`config.mk`:
```
export PLATFORM = sky130hd
export DESIGN_NAME = hart_scheduler_flat
export DESIGN_NICKNAME = d
export VERILOG_FILES = /design/src/rtl/hart_scheduler_if.sv /design/src/rtl/hart_scheduler.sv /design/src/flat_wrapper.sv
export SDC_FILE = /design/constraint.sdc
export NUM_CORES = 1
export LEC_CHECK = 0
export ABC_AREA = 0
export CAP_MARGIN = 0
export CORE_MARGIN = 3
export CORE_UTILIZATION = 40
export DETAILED_ROUTE_END_ITERATION = 8
export DONT_BUFFER_PORTS = 1
export PLACE_DENSITY_LB_ADDON = 0.15
export SKIP_CTS_REPAIR_TIMING = 1
export SLEW_MARGIN = 20
export SYNTH_ARGS = -nofsm -noshare
export SYNTH_HDL_FRONTEND = slang
export SYNTH_SLANG_ARGS = --single-unit
```
`constraint.sdc`:
```
create_clock -name clk -period 2.25 [get_ports clk]
set_clock_uncertainty 0.15 [all_clocks]
set_input_delay 0.675 -clock clk [delete_from_list [all_inputs] [get_ports clk]]
set_output_delay 0.675 -clock clk [all_outputs]
set_load 0.02 [all_outputs]
```
`src/rtl/hart_scheduler_if.sv`:
```
// hart_scheduler_if: event/issue bundle between pipeline stages and the hart scheduler.
// HART_KILL_EN adds the kill request signals.
interface hart_scheduler_if #(
  parameter int HART_NUM  = 4,
  parameter int HART_ID_W = 2
);
  logic                 stall;
  logic                 id_hstart;
  logic [HART_ID_W-1:0] id_hs_id;
`ifdef HART_KILL_EN
  logic                 id_hkill;
  logic [HART_ID_W-1:0] id_hk_id;
`endif
  logic                 cache_miss;
  logic [HART_ID_W-1:0] cm_hart_id;
  logic                 cm_done;
  logic [HART_ID_W-1:0] cd_hart_id;
  logic [HART_ID_W-1:0] hart_id;
  logic                 issue_en;
  logic [HART_NUM-1:0]  hart_acti;
  logic [HART_NUM-1:0]  hart_pend;
  logic                 id_hidle;
  modport master (
    output stall, id_hstart, id_hs_id, cache_miss, cm_hart_id, cm_done, cd_hart_id,
`ifdef HART_KILL_EN
    output id_hkill, id_hk_id,
`endif
    input  hart_id, issue_en, hart_acti, hart_pend, id_hidle
  );
  modport slave (
    input  stall, id_hstart, id_hs_id, cache_miss, cm_hart_id, cm_done, cd_hart_id,
`ifdef HART_KILL_EN
    input  id_hkill, id_hk_id,
`endif
    output hart_id, issue_en, hart_acti, hart_pend, id_hidle
  );
endinterface

```
`src/rtl/hart_scheduler.sv`:
```
// hart_scheduler: round-robin fetch issue among active, non-pending harts.
// Define HART_KILL_EN to enable the hart kill request.
module hart_scheduler #(
  parameter int HART_NUM  = 4,
  parameter int HART_ID_W = 2
) (
  input logic              clk,
  input logic              reset,
  hart_scheduler_if.slave  bus
);
  localparam logic [HART_NUM-1:0] ONE = 1;
  logic [HART_NUM-1:0]  acti_q, acti_d, pend_q, pend_d;
  logic [HART_NUM-1:0]  start_v, kill_v, miss_v, done_v, elig;
  logic [HART_ID_W-1:0] hart_id_q, hart_id_d, sel, idx;
  logic                 issue_en_q, issue_en_d, found;
  always_comb begin
    kill_v = '0;
`ifdef HART_KILL_EN
    kill_v = bus.id_hkill ? ONE << bus.id_hk_id : '0;
`endif
    start_v = bus.id_hstart ? ONE << bus.id_hs_id : '0;
    miss_v = bus.cache_miss ? ONE << bus.cm_hart_id : '0;
    done_v = bus.cm_done ? ONE << bus.cd_hart_id : '0;
    acti_d = (acti_q | start_v) & ~kill_v;
    pend_d = ((pend_q & ~done_v) | miss_v) & ~kill_v;
    elig = acti_d & ~pend_d;
  end
  // search starts just after the last issued hart; k == HART_NUM wraps back to it
  always_comb begin
    found = 1'b0;
    sel = hart_id_q;
    idx = hart_id_q;
    for (int k = 1; k <= HART_NUM; k++) begin
      idx = hart_id_q + HART_ID_W'(k);
      if (!found && elig[idx]) begin
        found = 1'b1;
        sel = idx;
      end
    end
    hart_id_d = bus.stall ? hart_id_q : sel;
    issue_en_d = bus.stall ? issue_en_q : found;
  end
  always_ff @(posedge clk) begin
    if (reset) begin
      acti_q <= ONE;
      pend_q <= '0;
      hart_id_q <= '0;
      issue_en_q <= 1'b0;
    end else begin
      acti_q <= acti_d;
      pend_q <= pend_d;
      hart_id_q <= hart_id_d;
      issue_en_q <= issue_en_d;
    end
  end
  assign bus.hart_id = hart_id_q;
  assign bus.issue_en = issue_en_q;
  assign bus.hart_acti = acti_q;
  assign bus.hart_pend = pend_q;
  assign bus.id_hidle = ~acti_q[bus.id_hs_id];
endmodule

```
`src/flat_wrapper.sv`:
```
// flat-port wrapper written by rule: the top's interface ports become plain ports
module hart_scheduler_flat 
#(
  parameter int HART_NUM  = 4,
  parameter int HART_ID_W = 2
)
  (clk, reset, bus_stall, bus_id_hstart, bus_id_hs_id, bus_cache_miss, bus_cm_hart_id, bus_cm_done, bus_cd_hart_id, bus_hart_id, bus_issue_en, bus_hart_acti, bus_hart_pend, bus_id_hidle);
  hart_scheduler_if #(.HART_NUM(HART_NUM), .HART_ID_W(HART_ID_W)) bus_i ();
  input logic clk;
  input logic reset;
  input wire logic [$bits(bus_i.stall)-1:0] bus_stall;
  input wire logic [$bits(bus_i.id_hstart)-1:0] bus_id_hstart;
  input wire logic [$bits(bus_i.id_hs_id)-1:0] bus_id_hs_id;
  input wire logic [$bits(bus_i.cache_miss)-1:0] bus_cache_miss;
  input wire logic [$bits(bus_i.cm_hart_id)-1:0] bus_cm_hart_id;
  input wire logic [$bits(bus_i.cm_done)-1:0] bus_cm_done;
  input wire logic [$bits(bus_i.cd_hart_id)-1:0] bus_cd_hart_id;
  output wire logic [$bits(bus_i.hart_id)-1:0] bus_hart_id;
  output wire logic [$bits(bus_i.issue_en)-1:0] bus_issue_en;
  output wire logic [$bits(bus_i.hart_acti)-1:0] bus_hart_acti;
  output wire logic [$bits(bus_i.hart_pend)-1:0] bus_hart_pend;
  output wire logic [$bits(bus_i.id_hidle)-1:0] bus_id_hidle;
  assign bus_i.stall = bus_stall;
  assign bus_i.id_hstart = bus_id_hstart;
  assign bus_i.id_hs_id = bus_id_hs_id;
  assign bus_i.cache_miss = bus_cache_miss;
  assign bus_i.cm_hart_id = bus_cm_hart_id;
  assign bus_i.cm_done = bus_cm_done;
  assign bus_i.cd_hart_id = bus_cd_hart_id;
  assign bus_hart_id = bus_i.hart_id;
  assign bus_issue_en = bus_i.issue_en;
  assign bus_hart_acti = bus_i.hart_acti;
  assign bus_hart_pend = bus_i.hart_pend;
  assign bus_id_hidle = bus_i.id_hidle;
  hart_scheduler #(.HART_NUM(HART_NUM), .HART_ID_W(HART_ID_W)) u_core (.clk(clk), .reset(reset), .bus(bus_i));
endmodule
```
* Word level (Yosys, flattened, before mapping) *
Cells that the tools add are included.

storage, ports and cells
  memories kept = 0
  bits in writable memories = 0
  input bits = 12
  output and inout port bits = 12
  bits in latches = 0
  register bits = 11
  logic and storage cells = 52
  bits in read-only memories = 0

operators by class
  div/mod/pow operators = 0
  add/subtract/negate cells = 3
  equality and inequality tests = 0
  magnitude comparators = 5
  bitwise logic cells = 9
  reductions and logical operators = 8
  multipliers = 0
  shifts and indexed selects = 3
  multiplexer cells = 20

operator list
  operator             number
  $lt 2x3->1 const B   5
  $mux 4               3
  $shl 1x2->4 const A  3
  $bmux 1 s2           5
  $mux 1               9
  $and 4x4->4          2
  $not 4->4            2
  $or 4x4->4           2
  $mux 2               3
  $add 2x2->2 const B  2
  $logic_and 1x1->1    3
  $logic_not 1->1      3
  $not 1->1            3
  $reduce_and 3->1     1
  $reduce_bool 3->1    1
  $add 2x1->2 const B  1

* Longest topological paths before layout *
  depth after elaboration = 20
  mapped depth = 7
  depth with buffers taken out = 6

* Worst setup path after synthesis *
OpenSTA, ideal clock, no wires.

  path type = input -> register
  from = input port bus_id_hs_id[1]
  to = register u_core.hart_id_q[0] (netlist: u_core.bus.hart_id[0])
  arrival = 2125 ps
  path slack = -149 ps
  stages = 6
  library setup time = 123 ps
  cell sequence = nand3b_4 -> a221o_1 -> nor3b_1 -> a311o_1 -> a21boi_1 -> mux2_1

between the ends
  longest elaborated chain between the ends = 17
  elaborated cells on any way between the ends = 26
  classes of those cells = shift: 1; mux: 14; bitwise: 3; reduce/logical: 8

ends and longest elaborated chain
  item                          line                  text
  start, declared               flat_wrapper.sv:13    input wire logic [$bits(bus_i.id_hs_id)-1:0] bus_id_hs_id;
  $shl 1x2->4 *                 hart_scheduler.sv:21  start_v = bus.id_hstart ? ONE << bus.id_hs_id : '0;
  $mux 4 *                      hart_scheduler.sv:21
  $or 4x4->4 *                  hart_scheduler.sv:24  acti_d = (acti_q | start_v) & ~kill_v;
  $and 4x4->4 *                 hart_scheduler.sv:26  elig = acti_d & ~pend_d;
  $bmux 1 s2                    hart_scheduler.sv:35  if (!found && elig[idx]) begin
  $mux 1 (implied by the code)  hart_scheduler.sv:35
  $mux 1                        hart_scheduler.sv:35
  $logic_not 1->1               hart_scheduler.sv:35
  $logic_and 1x1->1             hart_scheduler.sv:35
  $mux 1                        hart_scheduler.sv:35
  $logic_not 1->1               hart_scheduler.sv:35
  $logic_and 1x1->1             hart_scheduler.sv:35
  $mux 1                        hart_scheduler.sv:35
  $logic_not 1->1               hart_scheduler.sv:35
  $logic_and 1x1->1             hart_scheduler.sv:35
  $not 1->1 (no line)           -
  $reduce_and 3->1 (no line)    -
  end signal, assigned          hart_scheduler.sv:52  hart_id_q <= hart_id_d;
  end, declared                 hart_scheduler.sv:14  logic [HART_ID_W-1:0] hart_id_q, hart_id_d, sel, idx;

Every way passes the cells marked *; elsewhere a longest branch is shown, timed or not. The select of a mux whose other input is x is not followed.
A chain may end at the register's enable or synchronous reset.

* Worst setup path after layout *
  from = register u_core.acti_q[3] (netlist: u_core.bus.hart_acti[3])
  to = output port bus_id_hidle

between the ends
  longest elaborated chain between the ends = 3

ends and longest elaborated chain
  item                          line                  text
  start, declared               hart_scheduler.sv:12  logic [HART_NUM-1:0] acti_q, acti_d, pend_q, pend_d;
  start signal, assigned        hart_scheduler.sv:50  acti_q <= acti_d;
  $bmux 1 s2                    hart_scheduler.sv:60  assign bus.id_hidle = ~acti_q[bus.id_hs_id];
  $mux 1 (implied by the code)  hart_scheduler.sv:60
  $not 1->1                     hart_scheduler.sv:60
  end, declared                 flat_wrapper.sv:22    output wire logic [$bits(bus_i.id_hidle)-1:0] bus_id_hidle;

No other way between the ends. The select of a mux whose other input is x is not followed.

==> impl_summary.txt <==
----------------------------------------------------
[Power and ir drop]
  Tot Pwr ... 504 uW
  PwrDens ... 626 nW/um2
  Highest ir drop seen on vdd ... 0.382 mV
  Lkg Pwr ... 0.343 nW

[Floorplanning]
  Num ports ... 24
  Rows ... 14
  Vert. Die Dim ... 47.3 um
  Overall die area ... between 2000 and 2500 um2
  Horizontal die dimension ... ~47 um
  Core Region ... between 1500 and 2000 um2
  Starting Density ... 0.437

[Placement]
  Routability congestion estimate ... 0.771
  IO Port Bufs ... 0
  Post-placement worst setup slack ... -177 ps
  Post-detailed-placement half-perimeter wirelength ... 1.32 mm

[Global route]
  Maximum number of pins on one net before global-route repair ... 13
  Global route overflow ... 0
  Vias in the first global route ... 590
  Total global-route track usage ... 0.170
  Number of antenna violations at the first check in global routing ... 0
  First-pass GRT wire length ... 2.66 mm

[Clock network]
  Cell at the root of the clock tree ... sky130_fd_sc_hd__clkbuf_4
  Clock-pin slew of the registers on the worst-case setup and hold paths ... 70 ps
  Max Buffers Root-to-Sink ... 2
  Insertion delay to the later sink of the worst-skew pair ... ~270 ps
  Inserted Clock Buffers ... 3
  CTS tree ... built
  Count of H-tree levels built during CTS ... 1
  Number of sinks handled by clock tree synthesis ... 11

[Synthesis]
  Instance count of the mapped netlist ... 80
  Count of unique library cells instantiated by Yosys ... 35
  Synthesized net count ... 92
  Sequential fraction of the synthesis area ... 0.324
  Syn_area_per_cell ... around 8.5 um2
  EDFF count, synth ... 0
  Synth warnings ... 0
  Proportion of synthesized flip-flops having asynchronous set or reset ... 0
  Flip-flop and latch count after synthesis ... 11
  Most used DFF post-synth ... sky130_fd_sc_hd__dfxtp_1
  Synthesized cell area ... between 600 and 700 um2

[Timing]
  Setup slack after layout ... approximately 76 ps
  Slew of the pin with the lowest slew margin ... 480 ps
  Final setup violation count ... 0
  Final hold violation count ... 0
  Final Cycle Share ... 0.966
  Minimum hold slack ... 314 ps
  Pins Over Slew Limit ... 0
  Worst max-slew margin expressed relative to the limit ... 0.680
  Fin crit period ... 2170 ps
  Aggregate negative setup slack ... 0 ps
  Maximum frequency from static timing analysis ... about 0.46 GHz

[Worst setup path]
  Endpoint type of the worst setup path ... primary output
  R2r endpoint ... u_core.bus.hart_id[0]
  Crit start category ... flop
  Worst path arrival time ... 1350 ps
  Reg2reg start ... u_core.bus.hart_pend[3]
  Reg2reg path depth ... 6
  Path type of the worst setup path ... reg -> out
  Data required time of the worst path ... between 1000 and 1500 ps
  Critical-path maximum fanout ... 3
  Setup slack on the worst flop-to-flop path ... between 100 and 150 ps

[Detailed routing]
  First drt pass iteration count ... 4
  Number of remaining DRC errors ... 0
  Post-route antenna net violation count ... 0
  1st-iter DRT viols ... 7
  Detail-routed via count per cell ... 6.04
  Average wire per cell in the routed design ... 15.6 um
  Final WL ... 1.69 mm
  Via count ... 652

[Worst hold path]
  Min-delay worst type ... in -> reg
  Worst hold path cell count ... 1
  HP Start ... reset
  Endpoint, Worst Hold ... u_core.bus.hart_acti[2]

[Final layout]
  Total number of nets in the final design ... 105
  Antenna diode count ... 0
  Ratio of cells with drive above 1 in the final layout ... 0.217
  Layout overhead on the synthesized area ... 18.2%

[Run status]
  Outcome ... complete, no violations

[Flow run]
  Max-cap violations ... 0

----------------------------------------------------
## synth_stat cells (all sizes together), types with 2 or more instances
master / instances / share of area
nand3: 2 / 0.015
inv: 7 / 0.039
buf: 2 / 0.018
a21oi: 5 / 0.037
nor3: 2 / 0.015
o21ai: 2 / 0.015
nor2b: 4 / 0.037
nor3b: 3 / 0.033
nand3b: 4 / 0.062
nand2: 6 / 0.033
and3b: 2 / 0.026
a221o: 3 / 0.046
nor2: 8 / 0.044
nand4: 2 / 0.018
dfxtp: 11 / 0.32
## area by class of cell
class                   instances  area, um2
clock buffers                   4       26.3
fillers                       143        754
inverters                       7       26.3
multi-input cells              59        429
flip-flops and latches         11        220
well taps                      16       20.0
repair buffers                 11       82.6
## sequential cells by signal, indices dropped and copies added, names as in the netlist
register and count:
u_core.bus.issue_en 1, u_core.bus.hart_acti 4, u_core.bus.hart_id 2, u_core.bus.hart_pend 4
## layout by cell type (no fill, tap or decap), drive strengths merged
cell type,instances
a21boi,1
a21oi,5
a221o,3
a311o,1
a311oi,1
a31o,1
a31oi,1
a32o,1
a32oi,1
a41oi,1
and3b,2
and4b,1
buf,11
clkbuf,4
dfxtp,11
inv,7
mux2,1
mux4,1
nand2,6
nand3,2
nand3b,4
nand4,2
nor2,8
nor2b,4
nor3,2
nor3b,3
o211a,1
o21ai,2
o221ai,1
o311ai,1
or3,1
or3b,1
## critical path, cell delays in order, from the launching register on
cell                      delay (ps)
sky130_fd_sc_hd__dfxtp_1         320
sky130_fd_sc_hd__buf_4           160
sky130_fd_sc_hd__mux4_1          490
sky130_fd_sc_hd__inv_2           120
## how the worst max path moves through the flow
stage	start	endpoint	slack, ps	cells past startpoint
6_report	u_core.bus.hart_acti[3]	bus_id_hidle	80	3
5_1_grt	bus_cd_hart_id[0]	u_core.bus.hart_id[0]	-50	6
3_3_place_gp	bus_cd_hart_id[1]	u_core.bus.hart_id[0]	-130	6
4_1_cts	u_core.bus.hart_acti[3]	bus_id_hidle	30	3
2_1_floorplan	bus_id_hs_id[1]	u_core.bus.hart_id[0]	-70	6
3_5_place_dp	bus_cd_hart_id[1]	u_core.bus.hart_id[0]	-180	6
## where the power goes
part	switching, mW	internal [mW]
logic	0.0685	0.0713
clock network	0.0651	0.0686
registers	0.0217	0.208
## routing by layer
layer / share of wire / vias to the layer above / wire [um] / GRT usage
li1: - / 327 / - / -
met1: 0.45 / 300 / 753 / 0.217
met2: 0.46 / 23 / 777 / 0.249
met3: 0.084 / 2 / 141 / 0.0996
met4: 0.0077 / 0 / 13 / 0.0331
met5: 0 / - / 0 / 0
## kinds of logic after synthesis
logic type             count (synthesis)  share of synthesized area
AND/OR/NAND/NOR                       36                      0.320
flip-flops                            11                      0.324
multiplexers                           2                     0.0552
buffers and inverters                 10                     0.0625
AO/OA/AOI/OAI                         21                      0.239
## per-stage QoR
stage	utilization	area (um2)	std cells
finish	0.516	805	108
global route	0.516	805	108
CTS	0.512	798	108
detailed placement	0.495	772	104
global placement	0.495	772	104
floorplan	-	686	80
No activity file was read; power rests on OpenSTA's default activity.
